**src/rtl/intr_sync_gateway.sv**
```systemverilog
// Per-line interrupt gateway: debounce filter, level/edge request FSM, claim/complete handshake.
// Optional `INTR_GW_DROP_COUNT_EN adds a saturating counter of rises lost while a re-request is already owed.
//
// state       | meaning
// ST_IDLE     | no request outstanding
// ST_PEND     | request offered to the controller (io_plic_valid=1)
// ST_INFLIGHT | claimed, waiting for complete
module intr_sync_gateway #(
    parameter int unsigned STABLE_CYCLES = 2,
    parameter int unsigned CNT_W         = 8
) (
    input  logic             clock,
    input  logic             reset,
    input  logic             io_sync_d,
    input  logic             io_level_mode,
    output logic             io_filtered,
    output logic             io_plic_valid,
    input  logic             io_plic_ready,
    input  logic             io_plic_complete,
    output logic [CNT_W-1:0] io_drop_count
);

    typedef enum logic [1:0] {
        ST_IDLE     = 2'd0,
        ST_PEND     = 2'd1,
        ST_INFLIGHT = 2'd2
    } state_t;

    localparam logic [7:0] STABLE_LAST = 8'(STABLE_CYCLES - 1);

    logic [7:0] flt_cnt_q, flt_cnt_d;
    logic       filt_q, filt_d;
    logic       rise_q, rise_d;
    state_t     state_q;
    logic       valid_q;
    logic       missed_q;
    logic       level_req;
    logic       edge_rise;
    logic       busy;

    // The flip happens on the STABLE_CYCLES-th consecutive differing sample.
    always_comb begin
        flt_cnt_d = '0;
        filt_d    = filt_q;
        rise_d    = 1'b0;
        if (io_sync_d != filt_q) begin
            if (flt_cnt_q == STABLE_LAST) begin
                filt_d = io_sync_d;
                rise_d = io_sync_d;
            end else begin
                flt_cnt_d = flt_cnt_q + 8'd1;
            end
        end
    end

    always_ff @(posedge clock) begin
        if (reset) begin
            flt_cnt_q <= '0;
            filt_q    <= 1'b0;
            rise_q    <= 1'b0;
        end else begin
            flt_cnt_q <= flt_cnt_d;
            filt_q    <= filt_d;
            rise_q    <= rise_d;
        end
    end

    assign level_req = io_level_mode & filt_q;
    assign edge_rise = ~io_level_mode & rise_q;
    assign busy      = (state_q == ST_PEND) || (state_q == ST_INFLIGHT);

    always_ff @(posedge clock) begin
        if (reset) begin
            state_q  <= ST_IDLE;
            valid_q  <= 1'b0;
            missed_q <= 1'b0;
        end else begin
            case (state_q)
                ST_IDLE: begin
                    if (level_req || edge_rise) begin
                        state_q <= ST_PEND;
                        valid_q <= 1'b1;
                    end
                end
                ST_PEND: begin
                    if (io_plic_ready) begin
                        state_q <= ST_INFLIGHT;
                        valid_q <= 1'b0;
                    end
                end
                ST_INFLIGHT: begin
                    // A rise coinciding with complete re-arms directly instead of via missed.
                    if (io_plic_complete) begin
                        if (level_req || missed_q || edge_rise) begin
                            state_q <= ST_PEND;
                            valid_q <= 1'b1;
                        end else begin
                            state_q <= ST_IDLE;
                            valid_q <= 1'b0;
                        end
                    end
                end
                default: begin
                    state_q <= ST_IDLE;
                    valid_q <= 1'b0;
                end
            endcase

            if (io_level_mode) begin
                missed_q <= 1'b0;
            end else if ((state_q == ST_INFLIGHT) && io_plic_complete) begin
                missed_q <= 1'b0;
            end else if (edge_rise && busy) begin
                missed_q <= 1'b1;
            end
        end
    end

    assign io_filtered   = filt_q;
    assign io_plic_valid = valid_q;

`ifdef INTR_GW_DROP_COUNT_EN
    logic [CNT_W-1:0] drop_cnt_q;
    logic             drop_evt;

    assign drop_evt = edge_rise & missed_q & busy;

    always_ff @(posedge clock) begin
        if (reset) begin
            drop_cnt_q <= '0;
        end else if (drop_evt && (drop_cnt_q != {CNT_W{1'b1}})) begin
            drop_cnt_q <= drop_cnt_q + 1'b1;
        end
    end

    assign io_drop_count = drop_cnt_q;
`else
    assign io_drop_count = '0;
`endif

endmodule

```
**config.mk**
```make
export PLATFORM = sky130hd
export DESIGN_NAME = intr_sync_gateway
export DESIGN_NICKNAME = d
export VERILOG_FILES = /design/src/rtl/intr_sync_gateway.sv
export SDC_FILE = /design/constraint.sdc
export NUM_CORES = 1
export LEC_CHECK = 0
export ABC_AREA = 1
export CORE_AREA = 4 4 41 43
export DETAILED_ROUTE_END_ITERATION = 10
export DIE_AREA = 0 0 45 47
export DONT_BUFFER_PORTS = 1
export MAX_ROUTING_LAYER = met4
export PLACE_DENSITY = 0.76
export SYNTH_ARGS = -nofsm -noshare
export SYNTH_HDL_FRONTEND = slang
export SYNTH_SLANG_ARGS = --single-unit
```
**constraint.sdc**
```tcl
create_clock -name clock -period 3.7 [get_ports clock]
set_clock_uncertainty 0.05 [all_clocks]
set_input_delay 0.37 -clock clock [delete_from_list [all_inputs] [get_ports clock]]
set_output_delay 0.37 -clock clock [all_outputs]
set_load 0.05 [all_outputs]
```
== Word-level counts from Yosys, hierarchy flattened ==
Cells that the tools add are included.
Widths: inputs -> output; s select.
Word-level totals
  flip-flop bits (word level): 14
  bits of input ports: 6
  output and inout bits: 10
  word-level logic and storage cells: 41
Cells by class
  add/subtract/negate cells: 1
  equal/unequal tests: 7
  muxes and demuxes: 10
  bitwise operators: 5
  reduce and logical (&&, ||, !) cells: 12
Operator list (number)
  $reduce_or 3->1: 3
  $add 8x1->8 const B: 1
  $eq 8x1->1 const B: 1
  $mux 2: 3
  $ne 2x2->1 const B: 3
  $pmux 2 s3: 1
  $mux 1: 5
  $logic_or 1x1->1: 4
  $not 1->1: 3
  $pmux 1 s3: 1
  $reduce_and 3->1: 1
  $and 1x1->1: 2
  $eq 2x1->1 const B: 1
  $eq 2x2->1 const B: 1
  $logic_and 1x1->1: 2
  $logic_not 2->1: 1
  $reduce_and 2->1: 1
  $ne 1x1->1: 1

== Longest topological paths before layout ==
Gate-level depths: netlist of the first run.
  word-level depth: 6
  mapped depth: 9
  gate-level depth less buffers: 9

== Worst setup path before layout of the first run ==
OpenSTA, ideal clock, no wires.
  path type: register to register
  start: register filt_q (netlist: io_filtered)
  end: register flt_cnt_q[6]
  data arrival time: 1.311 ns
  required time: 3.594 ns
  slack: 2.283 ns
  cell stages (with the launch flop): 5
  path buffers: 0
  clock period less this slack: 1.417 ns
  cell sequence: dfxtp_1 -> xor2_1 -> nand3_2 -> or2_1 -> inv_1
On the way
  longest elaborated chain between the ends: 3
RTL lines
  start: declaration: line 32  | logic filt_q, filt_d;
  start signal: assignment: line 63  | filt_q <= filt_d;
  $ne 1x1->1: line 46  | if (io_sync_d != filt_q) begin
  $not 1->1 (no line)
  $reduce_or 3->1 (no line)
  end signal: assignment: line 62  | flt_cnt_q <= flt_cnt_d;
  end: declaration: line 31  | logic [7:0] flt_cnt_q, flt_cnt_d;
No other way between the ends.
A chain may end at the register's enable or synchronous reset.

== Worst setup path after layout of the first run ==
Same ends and word-level chain as after synthesis.

==> results of run 1 <==
## state kept, by name (all words and copies together) (netlist names)
| name | flops |
|---|---|
| flt_cnt_q | 8 |
| io_plic_valid | 1 |
| state_q | 2 |
| io_filtered | 1 |
| rise_q | 1 |
| missed_q | 1 |
## cells by family (layout without fill, tap and decap cells)
family                   Yosys count  after routing  share of synthesized area
adder cells (fa/ha/maj)            7              7                     0.1142
AND/OR/NAND/NOR                   40             40                     0.2480
AO/OA/AOI/OAI                      7              7                    0.05383
other                              1              8                   0.004889
flip-flops                        14             14                     0.3654
buffers and inverters             24             20                     0.1566
XOR/XNOR                           5              5                    0.05711
## path summary, 6_finish.rpt
path	start	end	slack [ps]	cells past startpoint
min reg2reg	flt_cnt_q[0]	flt_cnt_q[0]	440	1
max reg2reg	io_filtered	flt_cnt_q[6]	2180	4
max	io_filtered	flt_cnt_q[6]	2180	4
min	reset	state_q[0]	90	1
## layout make-up
cell class | instances | area (um^2) | area share
inverters | 16 | 60.06 | 0.07619
well taps | 15 | 18.77 | 0.02381
flip-flops and latches | 14 | 280.3 | 0.3556
clock buffers | 4 | 36.28 | 0.04603
multi-input cells | 67 | 392.9 | 0.4984
## cells in the mapped netlist
library cell	count	share of area
nor4_1	1	0.0082
a21oi_1	4	0.026
inv_1	16	0.078
buf_4	8	0.078
nand4_2	1	0.016
a221oi_1	1	0.011
or2_1	1	0.0082
nand3_2	1	0.013
nor2_1	10	0.049
nand2_1	15	0.073
nand3_1	8	0.052
o21ai_0	1	0.0065
nor2_2	1	0.0082
dfxtp_1	14	0.37
xnor2_1	2	0.023
xor2_1	3	0.034
nor3b_1	2	0.020
o21a_1	1	0.0098
conb_1	1	0.0049
ha_1	7	0.11
## where the power goes
part	internal [mW]	switching, mW	leakage [nW]
clock	0.0599	0.0484	0.0210
sequential	0.167	0.0366	0.114
combinational	0.0361	0.0759	0.235
## through the flow
stage	total power [mW]	instance area (um^2)	std cells
floorplan	0.3046	793.3	105
global route	0.4575	788.3	116
global placement	0.3139	752.0	112
detailed placement	0.3210	752.0	112
CTS	0.4319	788.3	116
finish	0.4243	788.3	116
## per-layer routing
metal,vias to the layer above,wire length [um],part of all wire,GRT usage
met5,-,0,0,-
met4,0,39,0.032,0.09357
met3,6,94,0.077,0.06130
met2,16,624,0.51,0.2458
met1,257,467,0.38,0.1442
li1,297,-,-,-
## critical path: cells and delay by family (launching register included)
kind                   cells  cell delay (ps)
XOR/XNOR                   1              230
flip-flops                 1              720
AND/OR/NAND/NOR            2              440
buffers and inverters      1               40
==> run_results.csv, run 1 <==
group,metric,value,unit
setup_path,cp_slowest_cell,"dfxtp_1",
synthesis,synthesis.instances,98,
clock_tree,cts_buffer_depth,2,
sta,finalHoldWorstSlack,94.98,ps
cells_and_area,diodes,0,
setup_path,path_class,"reg2reg",
clock_tree,tritoncts,"built",
drt,drt_pre_antenna_iters,5,
clock_tree,clk_pin_slew_worst_paths,80,ps
synthesis,netlist_area,767.0,um^2
setup_path,worst_ep_arrival_time,1700,ps
synthesis,ys_seq_area_frac,0.3654,
pwr,peakVddDrop,0.0002897,V
outcome,status,"finished, final reports clean",
die,start_util,0.5894,
clock_tree,cts_buffers,3,
cells_and_area,area_growth,2.773,%
clock_tree,htreeDepth,1,
sta,hold_viol,0,
die,coreArea,1301,um^2
sta,slew_headroom,0.5907,
placed_design,hpwlAfterDp,1002,um
cells_and_area,most-common-layout-cells,"16 x inv_1, 15 x nand2_1, 14 x dfxtp_1, 10 x nor2_1",
clock_tree,hold_buffers,0,
clock_tree,postCtsSetupBuffers,0,
sta,max_freq,658.3,MHz
run,cap_viol_max_count,0,
grt,antenna_found_initial,0,
setup_path,cp_slowest_stage_delay,720,ps
grt,grtUsageTotal,0.1488,
drt,num_vias,576,
placed_design,io_buffers,0,
sta,worstMarginPinSlew,613.0,ps
setup_path,cp-start-kind,"flop",
placed_design,pre_cts_slack,2166,ps
drt,drt_iter0_drc,11,
drt,drt-vias-per-instance,4.966,
setup_path,cp-end-kind,"flop",
sta,rsz0062_at_grt,"false",
die,row_count,13,
clock_tree,root_buffer,"clkbuf_4",
cells_and_area,finalNetCount,115,
die,num_io_pins,16,
die,die_area,2115,um^2
die,die_w,45,um
grt,grt_pass1_vias,541,
sta,period_minus_slack,1519,ps
drt,wire_per_inst,10.56,um
sta,slew_viol_final,0,
sta,finalSetupViolations,0,
synthesis,ys_warn_count,0,
setup_path,crit_required,3890,ps
synthesis,synth_seq_cells,14,
die,die_h,47,um
cells_and_area,drive_gt1_frac,0.06931,
drt,ant_nets,0,
sta,min_period_over_period,0.4106,
cells_and_area,num-fill-cells,111,
grt,grt_pass1_wl,2132,um
grt,grt_overflow_total,0,
sta,layout_setup_ws,2181,ps
clock_tree,clock_sinks,14,
setup_path,cp_max_fo,8,
min_path,hold_path_class,"in2reg",
cells_and_area,utilization,0.6058,
pwr,p_leak,0.3695,nW
grt,grt_max_degree,9,
drt,routed_wl,1225,um
clock_tree,ctsResizeCount,0,
synthesis,synth_cell_type_count,20,
synthesis,synth.avg_cell_area,7.826,um^2
cells_and_area,final_common_cell,"inv_1",
placed_design,gp_congestion,0.7754,
pwr,p_per_area,538.3,nW/um^2
clock_tree,insertion_delay,280,ps
drt,drc_errors,0,
sta,timing.setup.tns,0,ps
setup_path,cp_cell_sequence,"xor2_1 > nand3_2 > or2_1 > inv_1",
Power figures use the tool's default switching activity.
==> inputs of run 2 (changes only) <==
--- a/config.mk
+++ b/config.mk
@@ -6,12 +6,12 @@
 export NUM_CORES = 1
 export LEC_CHECK = 0
 export ABC_AREA = 1
-export CORE_AREA = 4 4 41 43
+export CORE_MARGIN = 4
+export CORE_UTILIZATION = 59
 export DETAILED_ROUTE_END_ITERATION = 10
-export DIE_AREA = 0 0 45 47
 export DONT_BUFFER_PORTS = 1
 export MAX_ROUTING_LAYER = met4
-export PLACE_DENSITY = 0.76
+export PLACE_DENSITY = 0.78
 export SYNTH_ARGS = -nofsm -noshare
 export SYNTH_HDL_FRONTEND = slang
 export SYNTH_SLANG_ARGS = --single-unit
==> constraint.sdc (replaced) <==
create_clock -name clock -period 1.4 [get_ports clock]
set_clock_uncertainty 0.05 [all_clocks]
set_input_delay 0.14 -clock clock [delete_from_list [all_inputs] [get_ports clock]]
set_output_delay 0.14 -clock clock [all_outputs]
set_load 0.05 [all_outputs]
==> run 2 against run 1 <==
Against the previous run: critical endpoint unchanged; non-clock buffer count grew 7; final area grew 9.2%; via count grew 6.1%; sequential share of layout area shrank 2.7 points; worst hold slack lost 76 ps; power grew to 2.8 times the previous value; largest cell class unchanged; setup slack lost 2100 ps; core utilization grew 13 points.
==> run_results.csv, run 2 (synthesis gave the netlist of run 1 again) <==
group,metric,value,unit
grt,grt_overflow_total,0,
clock_tree,postCtsSetupBuffers,0,
pwr,p_per_area,1402,nW/um^2
clock_tree,clock_sinks,14,
setup_path,critical_path_buf_inv_count,2,
setup_path,cpMostUsedCell,"inv_1",
sta,min_period_over_period,0.9299,
clock_tree,htreeDepth,1,
drt,wl_met1,618,um
pwr,p_leak,0.4018,nW
drt,drt_iter0_drc,10,
drt,met2WireLength,601,um
setup_path,cp_max_fo,8,
pwr,peakVddDrop,0.0008977,V
drt,routed.top_layer,"met4",
grt,antenna_found_initial,0,
drt,routed_wl,1317,um
pwr,seq_power_share,0.394,
sta,hold_viol,0,
sta,timing.setup.tns,0,ps
clock_tree,insertion_delay,280,ps
clock_tree,tritoncts,"built",
min_path,hold_path_class,"in2reg",
setup_path,cp_slowest_cell,"dfxtp_1",
grt,grt_max_degree,9,
die,die_h,44.06,um
setup_path,crit_family,"simple AND/OR/NAND/NOR gates",
run,cap_viol_max_count,0,
drt,num_vias,611,
die,row_count,12,
drt,drt_pre_antenna_iters,4,
pwr,power.switching,0.4603,mW
grt,grt_pass1_wl,2366,um
setup_path,cp_slowest_stage_delay,360,ps
pwr,p_clk_frac,0.246,
setup_path,worst_ep_arrival_time,1480,ps
drt,wl_met3,79,um
sta,finalSetupViolations,0,
setup_path,cp_cell_sequence,"inv_1 > ha_1 > nand4_2 > nand3_2 > or2_1 > inv_1",
setup_path,crit_required,1580,ps
die,die_w,44.06,um
pwr,internal_power,0.7463,mW
cells_and_area,reg_top3,"flt_cnt_q (8), state_q (2)",
cells_and_area,most-common-layout-cells,"16 x inv_1, 14 x nand2_1, 12 x dfxtp_1, 10 x nor2_1",
outcome,status,"finished, final reports clean",
drt,drc_errors,0,
drt,drt-vias-per-instance,5.008,
sta,period_minus_slack,1302,ps
setup_path,cp-end-kind,"flop",
placed_design,hpwlAfterDp,1002,um
clock_tree,cts_buffers,3,
die,num_io_pins,16,
cells_and_area,area_growth,12.23,%
die,start_util,0.6549,
clock_tree,clk_pin_slew_worst_paths,90,ps
cells_and_area,utilization,0.7350,
setup_path,path_class,"reg2reg",
clock_tree,cts_buffer_depth,2,
setup_path,cp-start-kind,"flop",
sta,max_freq,768.1,MHz
sta,rsz0062_at_grt,"false",
pwr,power_frac_comb,0.361,
clock_tree,root_buffer,"clkbuf_4",
drt,ant_nets,0,
cells_and_area,diodes,0,
sta,slew_viol_final,0,
cells_and_area,largest_register_ffs,8,
placed_design,io_buffers,0,
die,die_area,1941,um^2
cells_and_area,final_common_cell,"inv_1",
die,coreArea,1171,um^2
placed_design,gp_congestion,0.7742,
placed_design,place_inst,114,
cells_and_area,regMostFlops,"flt_cnt_q",
grt,grtUsageTotal,0.1655,
pwr,p_sw_frac,0.3815,
cells_and_area,stdcell_count,122,
cells_and_area,drive_gt1_frac,0.1389,
drt,wire_per_inst,10.80,um
grt,grt_pass1_vias,559,
cells_and_area,finalNetCount,122,
[run 2: timing repair]
item	in CTS	in global routing
hold buffers	4	0
resized for setup	0	4
hold endpoints to repair	5	0
endpoints found under the setup margin	0	3
[run 2: per-layer routing]
layer / global-route usage / vias up
met5: - / -
met4: 0.05422 / 0
met3: 0.04878 / 4
met2: 0.2587 / 18
met1: 0.2030 / 275
li1: - / 314
[run 2: path summary, 6_finish.rpt]
check	startpoint	slack, ps	cells past startpoint	to
max	flt_cnt_q[1]	100	6	flt_cnt_q[6]
min reg2reg	io_plic_valid	420	2	io_plic_valid
min	reset	20	3	missed_q
max reg2reg	flt_cnt_q[1]	100	6	flt_cnt_q[6]
[run 2: final cells by class]
| cell class | count | area, um^2 |
|---|---|---|
| Tap cell | 14 | 17.52 |
| Multi-Input combinational cell | 67 | 401.6 |
| Fill cell | 94 | 310.3 |
| Sequential cell | 14 | 282.8 |
| Clock buffer | 4 | 36.28 |
| Inverter | 16 | 60.06 |
| Timing Repair Buffer | 7 | 62.56 |
[run 2: metrics by stage]
step                      hold slack (ps)  power, mW  setup WS, ps  cell area (um^2)
after floorplan                     154.3     0.8055         163.6             794.5
after global placement              160.0     0.8647         142.9             774.5
after detailed placement            158.2     0.8818         86.23             774.5
after CTS                           18.63      1.187         67.75             850.8
after global routing                20.50      1.295         3.581             860.8
final                               19.07      1.207         98.14             860.8
[run 2: power by group through the flow]
| stage | combinational [mW] | clock, mW | sequential, mW |
|---|---|---|---|
| 5_1_grt | 0.490 | 0.322 | 0.483 |
| 6_report | 0.435 | 0.296 | 0.475 |
| 2_1_floorplan | 0.265 | 0 | 0.540 |
| 3_5_place_dp | 0.399 | 0 | 0.483 |
| 3_3_place_gp | 0.386 | 0 | 0.478 |
| 4_1_cts | 0.411 | 0.302 | 0.474 |
[run 2: worst reg2reg max path, delay by kind of cell, from the launching register on]
family / cells / cell delay [ps]
adders and majority gates: 1 / 180
buffers and inverters: 2 / 110
DFF: 1 / 360
and+or+nand+nor: 3 / 550
==> inputs of run 3 (changes only) <==
--- a/config.mk
+++ b/config.mk
@@ -8,6 +8,7 @@
 export ABC_AREA = 1
 export CORE_MARGIN = 4
 export CORE_UTILIZATION = 59
+export CTS_CLUSTER_SIZE = 8
 export DETAILED_ROUTE_END_ITERATION = 10
 export DONT_BUFFER_PORTS = 1
 export MAX_ROUTING_LAYER = met4
==> results of run 3 <==
No change in the layout: final DEF, timing and power equal those of run 2.
